<file path="config.mk">
export PLATFORM = sky130hd
export DESIGN_NAME = cr_xer_write_back_arbiter
export DESIGN_NICKNAME = d
export VERILOG_FILES = /design/src/rtl/cr_xer_write_back_arbiter_pkg.sv /design/src/rtl/cr_xer_write_back_arbiter_rr_grant.sv /design/src/rtl/cr_xer_write_back_arbiter.sv
export SDC_FILE = /design/constraint.sdc
export NUM_CORES = 1
export LEC_CHECK = 0
export CAP_MARGIN = 10
export CORE_UTILIZATION = 40
export CTS_CLUSTER_SIZE = 14
export DETAILED_ROUTE_END_ITERATION = 8
export PLACE_DENSITY = 0.69
export SYNTH_ARGS = -nofsm -noshare
export SYNTH_HDL_FRONTEND = slang
export SYNTH_SLANG_ARGS = --single-unit
</file>
<file path="constraint.sdc">
create_clock -name clk -period 3.76 [get_ports clk]
set_input_delay 0.94 -clock clk [delete_from_list [all_inputs] [get_ports clk]]
set_output_delay 0.94 -clock clk [all_outputs]
set_load 0.02 [all_outputs]
</file>
<file path="src/rtl/cr_xer_write_back_arbiter_pkg.sv">
// cr_xer_write_back_arbiter_pkg: shared types for the CR0/XER write-back path
package cr_xer_write_back_arbiter_pkg;
  localparam int RS_ID_WIDTH = 5;
  typedef struct packed {
    logic [3:0] cr0;
    logic       so;
    logic       ov;
    logic       ca;
  } cond_exception_t;
  typedef struct packed {
    logic [RS_ID_WIDTH-1:0] rs_id;
    logic                   write_cr0;
    logic                   write_xer;
    cond_exception_t        cr0_xer;
  } cr_xer_wb_entry_t;
endpackage

</file>
<file path="src/rtl/cr_xer_write_back_arbiter_rr_grant.sv">
// cr_xer_write_back_arbiter_rr_grant: combinational round-robin priority encoder
module cr_xer_write_back_arbiter_rr_grant #(
  parameter int N  = 2,
  parameter int PW = (N > 1) ? $clog2(N) : 1
) (
  input  logic [N-1:0]  req_i,
  input  logic [PW-1:0] ptr_i,
  output logic [N-1:0]  grant_o,
  output logic [PW-1:0] grant_idx_o,
  output logic          valid_o
);
  // Scan from farthest to nearest so the requester closest to ptr wins last.
  always_comb begin
    grant_o = '0;
    grant_idx_o = '0;
    valid_o = 1'b0;
    for (int k = N - 1; k >= 0; k--) begin
      if (req_i[(int'(ptr_i) + k) % N]) begin
        grant_idx_o = PW'((int'(ptr_i) + k) % N);
        valid_o = 1'b1;
      end
    end
    if (valid_o) grant_o[grant_idx_o] = 1'b1;
  end
endmodule

</file>
<file path="src/rtl/cr_xer_write_back_arbiter.sv">
// cr_xer_write_back_arbiter: round-robin CR0/XER write-back arbiter with a 2-entry output queue
module cr_xer_write_back_arbiter
  import cr_xer_write_back_arbiter_pkg::*;
#(
  parameter int ARBITER_DEPTH = 2
) (
  input  logic                     clk,
  input  logic                     rst,
  input  logic [ARBITER_DEPTH-1:0] input_valid,
  output logic [ARBITER_DEPTH-1:0] input_ready,
  input  logic [RS_ID_WIDTH-1:0]   rs_id_in [ARBITER_DEPTH],
  input  logic [ARBITER_DEPTH-1:0] write_cr0_in,
  input  logic [ARBITER_DEPTH-1:0] write_xer_in,
  input  cond_exception_t          cr0_xer_in [ARBITER_DEPTH],
  output logic                     output_valid,
  input  logic                     output_ready,
  output logic [RS_ID_WIDTH-1:0]   rs_id_out,
  output cond_exception_t          cr0_xer_out,
  output logic                     cr_write_enable_0,
  output logic                     xer_write_enable
);
  localparam int PW = (ARBITER_DEPTH > 1) ? $clog2(ARBITER_DEPTH) : 1;
  logic [ARBITER_DEPTH-1:0] req, grant;
  logic [PW-1:0] grant_idx, rr_ptr_q, rr_ptr_d;
  logic grant_valid, pop, can_push, push;
  logic [1:0] count_q, count_d, wp;
  cr_xer_wb_entry_t q_q [2], q_d [2], new_entry;

  assign req = input_valid & (write_cr0_in | write_xer_in);

  cr_xer_write_back_arbiter_rr_grant #(.N(ARBITER_DEPTH), .PW(PW)) u_rr_grant (
    .req_i(req), .ptr_i(rr_ptr_q), .grant_o(grant), .grant_idx_o(grant_idx), .valid_o(grant_valid)
  );

  assign output_valid      = count_q != 2'd0;
  assign rs_id_out         = q_q[0].rs_id;
  assign cr0_xer_out       = q_q[0].cr0_xer;
  assign cr_write_enable_0 = output_valid & q_q[0].write_cr0;
  assign xer_write_enable  = output_valid & q_q[0].write_xer;
  assign pop               = output_valid & output_ready;
  assign can_push          = (count_q < 2'd2) | pop;
  assign push              = grant_valid & can_push & ~rst;
  // Zero-effect results are retired here and never occupy a queue slot.
  assign input_ready = rst ? '0 : (input_valid & ~(write_cr0_in | write_xer_in)) | (can_push ? grant : '0);
  assign new_entry   = '{rs_id: rs_id_in[grant_idx], write_cr0: write_cr0_in[grant_idx],
                         write_xer: write_xer_in[grant_idx], cr0_xer: cr0_xer_in[grant_idx]};
  assign wp          = count_q - {1'b0, pop};
  assign count_d     = count_q + {1'b0, push} - {1'b0, pop};
  assign rr_ptr_d    = !push ? rr_ptr_q : (int'(grant_idx) == ARBITER_DEPTH - 1) ? '0 : grant_idx + 1'b1;

  // Head stays put when the queue drains so the outputs keep their last value.
  always_comb begin
    q_d = q_q;
    if (pop && count_q == 2'd2) q_d[0] = q_q[1];
    if (push) q_d[wp[0]] = new_entry;
  end

  always_ff @(posedge clk) begin
    if (rst) begin
      count_q  <= '0;
      rr_ptr_q <= '0;
      q_q[0]   <= '0;
      q_q[1]   <= '0;
    end else begin
      count_q  <= count_d;
      rr_ptr_q <= rr_ptr_d;
      q_q      <= q_d;
    end
  end
endmodule

</file>
After elaboration in Yosys (flattened, before gate mapping):

Index checks and enable logic that the tools add are counted.

* register bits: 31
* bits in latches: 0
* RAM bits: 0
* memory bits (read-only): 0
* input port bits: 33
* output and inout bits: 17
* logic and storage cells: 79
* memories: 0

* $add $sub $neg: 5
* multiply operators: 0
* div/mod/pow operators: 0
* magnitude comparators: 8
* eq/ne operators: 1
* shift operators: 0
* mux-type cells: 30
* bitwise gates (word level): 15
* reduce and logical (&&, ||, !) cells: 4

Operators by type and width (count)
* 28-bit bitwise mux: 1
* 14-bit 2-to-1 mux: 2
* 28-bit 2-to-1 mux: 1
* 7-bit 2-to-1 mux: 3
* 1-bit 2-to-1 mux: 15
* 5-bit 2-to-1 mux: 3
* 14-bit demux with 1-bit select: 1
* 2-bit 2-to-1 mux: 3
* 1-bit bitwise AND: 5
* 2-bit bitwise AND: 2
* 2-bit >= comparator (second input constant): 2
* 1-bit by 2-bit less-than comparator with 1-bit output (second input constant): 2
* 1-bit NOT with 2-bit output: 2
* 2-bit OR: 2
* 1-bit logical AND: 3
* 2-bit by 3-bit less-than comparator with 1-bit output (second input constant): 1
* 1-bit adder (second input constant): 2
* 2-bit by 1-bit adder with 2-bit output: 1
* 2-bit == test (second input constant): 1
* 2-bit by 1-bit less-than comparator with 1-bit output (second input constant): 1
* 2-bit less-than comparator (second input constant): 1
* 2-bit NOT: 1
* 2-bit nonzero test: 1
* 2-bit by 1-bit subtractor with 2-bit output: 1
* 6 further kinds: 6

Longest topological paths before layout:

* word-level depth: 15
* gate-level depth with buffers: 8

By module:

A second synthesis with hierarchy kept.

* cells, all modules: 200
* area total of the unflattened synthesis: 1931.9 µm²

Modules (own cells, without submodules)
* cr_xer_write_back_arbiter: times used 1, cells each 195, area each 1899.3 µm²
* cr_xer_write_back_arbiter_rr_grant: times used 1, cells each 5, area each 32.5 µm²

Worst setup path before layout:

Ideal clock, no wire load.

* path kind: input to output
* start: in rst
* end: out input_ready[0]
* arrival: 1929 ps
* data required time: 2820 ps
* path slack: 891 ps
* stages: 2
* buffers on the path: 1
* cells stage by stage: clkbuf_1 -> o41ai_1

* cells in the longest elaborated chain, start to end: 1

Ends and longest elaborated chain
* start: declaration: line cr_xer_write_back_arbiter.sv:8 `input logic rst,`
* 2-bit 2-to-1 mux: line cr_xer_write_back_arbiter.sv:44 `assign input_ready = rst ? '0 : (input_valid & ~(write_cr0_in | write_xer_in)) | (can_push ? grant : '0);`
* end: declaration: line cr_xer_write_back_arbiter.sv:10 `output logic [ARBITER_DEPTH-1:0] input_ready,`

Every way passes these cells.

Worst setup path after layout:

* start: in output_ready
* end: out input_ready[1]

* cells in the longest elaborated chain, start to end: 5

Ends and longest elaborated chain
* start: declaration: line cr_xer_write_back_arbiter.sv:16 `input logic output_ready,`
* 1-bit bitwise AND: line cr_xer_write_back_arbiter.sv:40 `assign pop = output_valid & output_ready;`
* 1-bit OR: line cr_xer_write_back_arbiter.sv:41 `assign can_push = (count_q < 2'd2) | pop;`
* 2-bit 2-to-1 mux: line cr_xer_write_back_arbiter.sv:44
* 2-bit OR: line cr_xer_write_back_arbiter.sv:44
* 2-bit 2-to-1 mux: line cr_xer_write_back_arbiter.sv:44

Every way passes these cells.

==> implementation parameters <==
Parameter                              Value

Synth
  Seq cells post-synth    31
  Post-synthesis sequential area ratio    35.9%
  Syn nets    206
  Area of the mapped netlist    1730 µm²
  Post-synthesis cell count    171
  Synthesis Warnings    0
  Yosys cell types    30
  Syn Area/Cell    10.1 µm²

STA
  Slack of the critical path    0.225 ns
  Maximum clock rate    0.283 GHz
  Pins Over Slew Limit    0
  Final count of negative-setup-slack endpoints    0
  Final hold vios    0
  Final Cycle Share    94.0%
  Relative slew slack    57.0%
  Transition at the pin with the smallest max-transition slack    0.643 ns
  Setup repair after global routing missed its margin    false
  Period minus WS final    3.54 ns
  TNS Setup    0 ns
  Clock skew after layout    0.00521 ns

Clocking
  Latest clock arrival within the worst-skew pair    0.28 ns
  CTS tree    built
  Post-CTS setup repair buffer count    0
  H-Tree Depth    2
  Clock sink count    31
  Clock-pin slew on the worst setup and hold paths    0.06 ns
  Hold buffers post-CTS    0
  CTS Buf Count    5
  CTS Buffer Depth    2
  Quantity of gates resized following cts    0
  Clock root buffer    sky130_fd_sc_hd__clkbuf_8

Drt
  Number of DRC markers in iteration 0    43
  Average routed wire per standard cell    14.1 µm
  Via total after detailed routing    1399
  Iteration count of the initial detailed-routing pass    4
  Number of design rule violations left after detail routing    0
  Remaining antenna violation count after routing    0
  WL final    3710 µm
  Avg Vias per Cell    5.34

Worst setup path
  Critical Setup Path Class    in2out
  Delay-heaviest family, CP    buffers and inverters
  Number of buffers and inverters on the critical path    2
  Biggest fanout along the worst timing path    5
  Stage delay of the slowest cell on the critical path    0.53 ns
  Data required time of the worst path    2.82 ns
  Setup crit start kind    input port
  Cell type of the slowest stage on the worst timing path    sky130_fd_sc_hd__clkdlybuf4s50_1
  Launch instance of the worst register-to-register path    count_q[1]$_SDFF_PP0_
  Crit path capture type    primary output
  Data arrival time of the critical path    2.60 ns
  Critical path startpoint    output_ready
  Most used cell along the critical path    sky130_fd_sc_hd__clkdlybuf4s50_1
  Chain of cells forming the critical path    clkdlybuf4s50_1 -> nor2b_2 -> o22ai_1 -> and3b_1 -> clkdlybuf4s50_1

Global route
  Largest net degree at the start of global routing    34
  Number of global-route vias before repair    1312
  Antenna violations before repair    0
  Global-route wire length before repair    6140 µm
  Total routing usage reported by global routing    18.5%
  Gr ovfl total    0

Die
  Overall die area    4580 µm²
  Standard cell core area    4090 µm²
  Vertical extent of the die    67.7 µm
  Horiz. Die Dim    67.7 µm
  Initial Util    42.3%
  Number of standard-cell rows in the floorplan    23
  Number of top-level pins    50

Final layout
  Area delta synth->final    30.7%
  Final Instance Count excl. Fillers    262
  Ant. Diodes    0
  Share of cells above drive strength 1    18.9%
  # nets final    246

Place
  Final HPWL DP    2600 µm
  Global placer's final weighted congestion    0.730
  Number of placed instances with taps included    254
  Pre-CTS setup slack    0.0809 ns
  # port buffers    49

Power and ir drop
  IR Drop Worst-Case VDD    0.267 mV
  Power density relative to cell area    568 nW/µm²
  Total Power Consumption    1.28 mW
  Leakage power    0.859 nW

Run status
  Status    completed

Job
  Max-capacitance violation count    0

Hold path
  Class of the most critical hold timing path    reg2reg
tightest hold or removal path, cell delays in order, from the launching register on:
cell and delay, ns:
sky130_fd_sc_hd__dfxtp_1 0.30, sky130_fd_sc_hd__nor2_1 0.09, sky130_fd_sc_hd__a211oi_1 0.05
cells in the mapped netlist (all sizes together):
| master | number | share of area [%] |
|---|---|---|
| a2111oi | 3 | 4.1 |
| a211oi | 43 | 22 |
| a21oi | 1 | 0.29 |
| and2 | 14 | 5.1 |
| and3b | 2 | 1.0 |
| buf | 19 | 8.5 |
| clkbuf | 5 | 1.1 |
| dfxtp | 31 | 36 |
| ha | 2 | 1.4 |
| inv | 4 | 0.87 |
| mux2i | 14 | 8.1 |
| nand2 | 1 | 0.22 |
| nand2b | 1 | 0.36 |
| nand3 | 1 | 0.29 |
| nor2 | 17 | 4.6 |
| nor2b | 5 | 2.0 |
| nor3 | 1 | 0.29 |
| o21ai | 2 | 1.4 |
| o21bai | 1 | 0.43 |
| o22ai | 1 | 0.36 |
| o41ai | 1 | 0.51 |
| xnor2 | 1 | 0.51 |
| xor2 | 1 | 0.51 |
layer usage:
| metal | wire (µm) | vias to the layer above | global-route usage, % | part of all wire (%) |
|---|---|---|---|---|
| met1 | 1680 | 664 | 22.1 | 45 |
| met4 | 49 | 0 | 7.98 | 1.3 |
| met5 | 0 | - | 0 | 0 |
| met2 | 1820 | 37 | 31.1 | 49 |
| met3 | 165 | 4 | 4.56 | 4.5 |
| li1 | - | 694 | - | - |
cells in the final DEF, fill, tap and decap left out, types with 2 or more instances in the layout:
cell                               n
sky130_fd_sc_hd__dfxtp_1          31
sky130_fd_sc_hd__clkbuf_8          5
sky130_fd_sc_hd__buf_4             8
sky130_fd_sc_hd__nor2_2            6
sky130_fd_sc_hd__nor2_1           11
sky130_fd_sc_hd__clkbuf_1          2
sky130_fd_sc_hd__clkdlybuf4s50_1  47
sky130_fd_sc_hd__mux2i_1          14
sky130_fd_sc_hd__and3b_1           2
sky130_fd_sc_hd__ha_1              2
sky130_fd_sc_hd__inv_1             4
sky130_fd_sc_hd__a211oi_1         31
sky130_fd_sc_hd__a2111oi_4         2
sky130_fd_sc_hd__and2_1           14
sky130_fd_sc_hd__a211oi_2         12
sky130_fd_sc_hd__nor2b_1           4
cell families after synthesis:
| group | count (synthesis) | synth area share [%] |
|---|---|---|
| compound gates | 52 | 29.3 |
| simple gates | 42 | 13.8 |
| flops | 31 | 35.9 |
| buf+inv | 28 | 10.4 |
| mux | 14 | 8.12 |
| xor+xnor | 2 | 1.01 |
| fa+ha+maj | 2 | 1.45 |
layout make-up:
| class | count | area (µm²) |
|---|---|---|
| flip-flops and latches | 31 | 621 |
| clock inverters | 1 | 5.00 |
| clock buffers | 7 | 76.3 |
| fillers | 342 | 1830 |
| multi-input cells | 112 | 930 |
| repair buffers | 57 | 548 |
| well taps | 50 | 62.6 |
| inverters | 4 | 15.0 |
final timing paths:
check | to | slack (ns) | depth (start not counted)
max | input_ready[1] | 0.22 | 5
min | flop | 0.49 | 2
max reg2reg | cr0_xer_out[2]$_SDFF_PP0_ | 1.69 | 8
min reg2reg | flop | 0.49 | 2
through the flow:
stage                     area [µm²]  utilization, %  hold WS [ns]
final                           2260            55.2         0.493
after global routing            2260            55.2         0.518
after CTS                       2250            55.2         0.496
after detailed placement        2170            53.2         0.488
after global placement          2170            53.2         0.482
after floorplan                 1730               -         0.464
where the power goes:
| group | switching, mW | total (mW) | internal (mW) |
|---|---|---|---|
| logic | 0.312 | 0.581 | 0.269 |
| registers | 0.0444 | 0.455 | 0.411 |
| clock network | 0.117 | 0.246 | 0.130 |
| total | 0.473 | 1.28 | 0.809 |
Note: power is estimated with default switching activity, not from simulation.
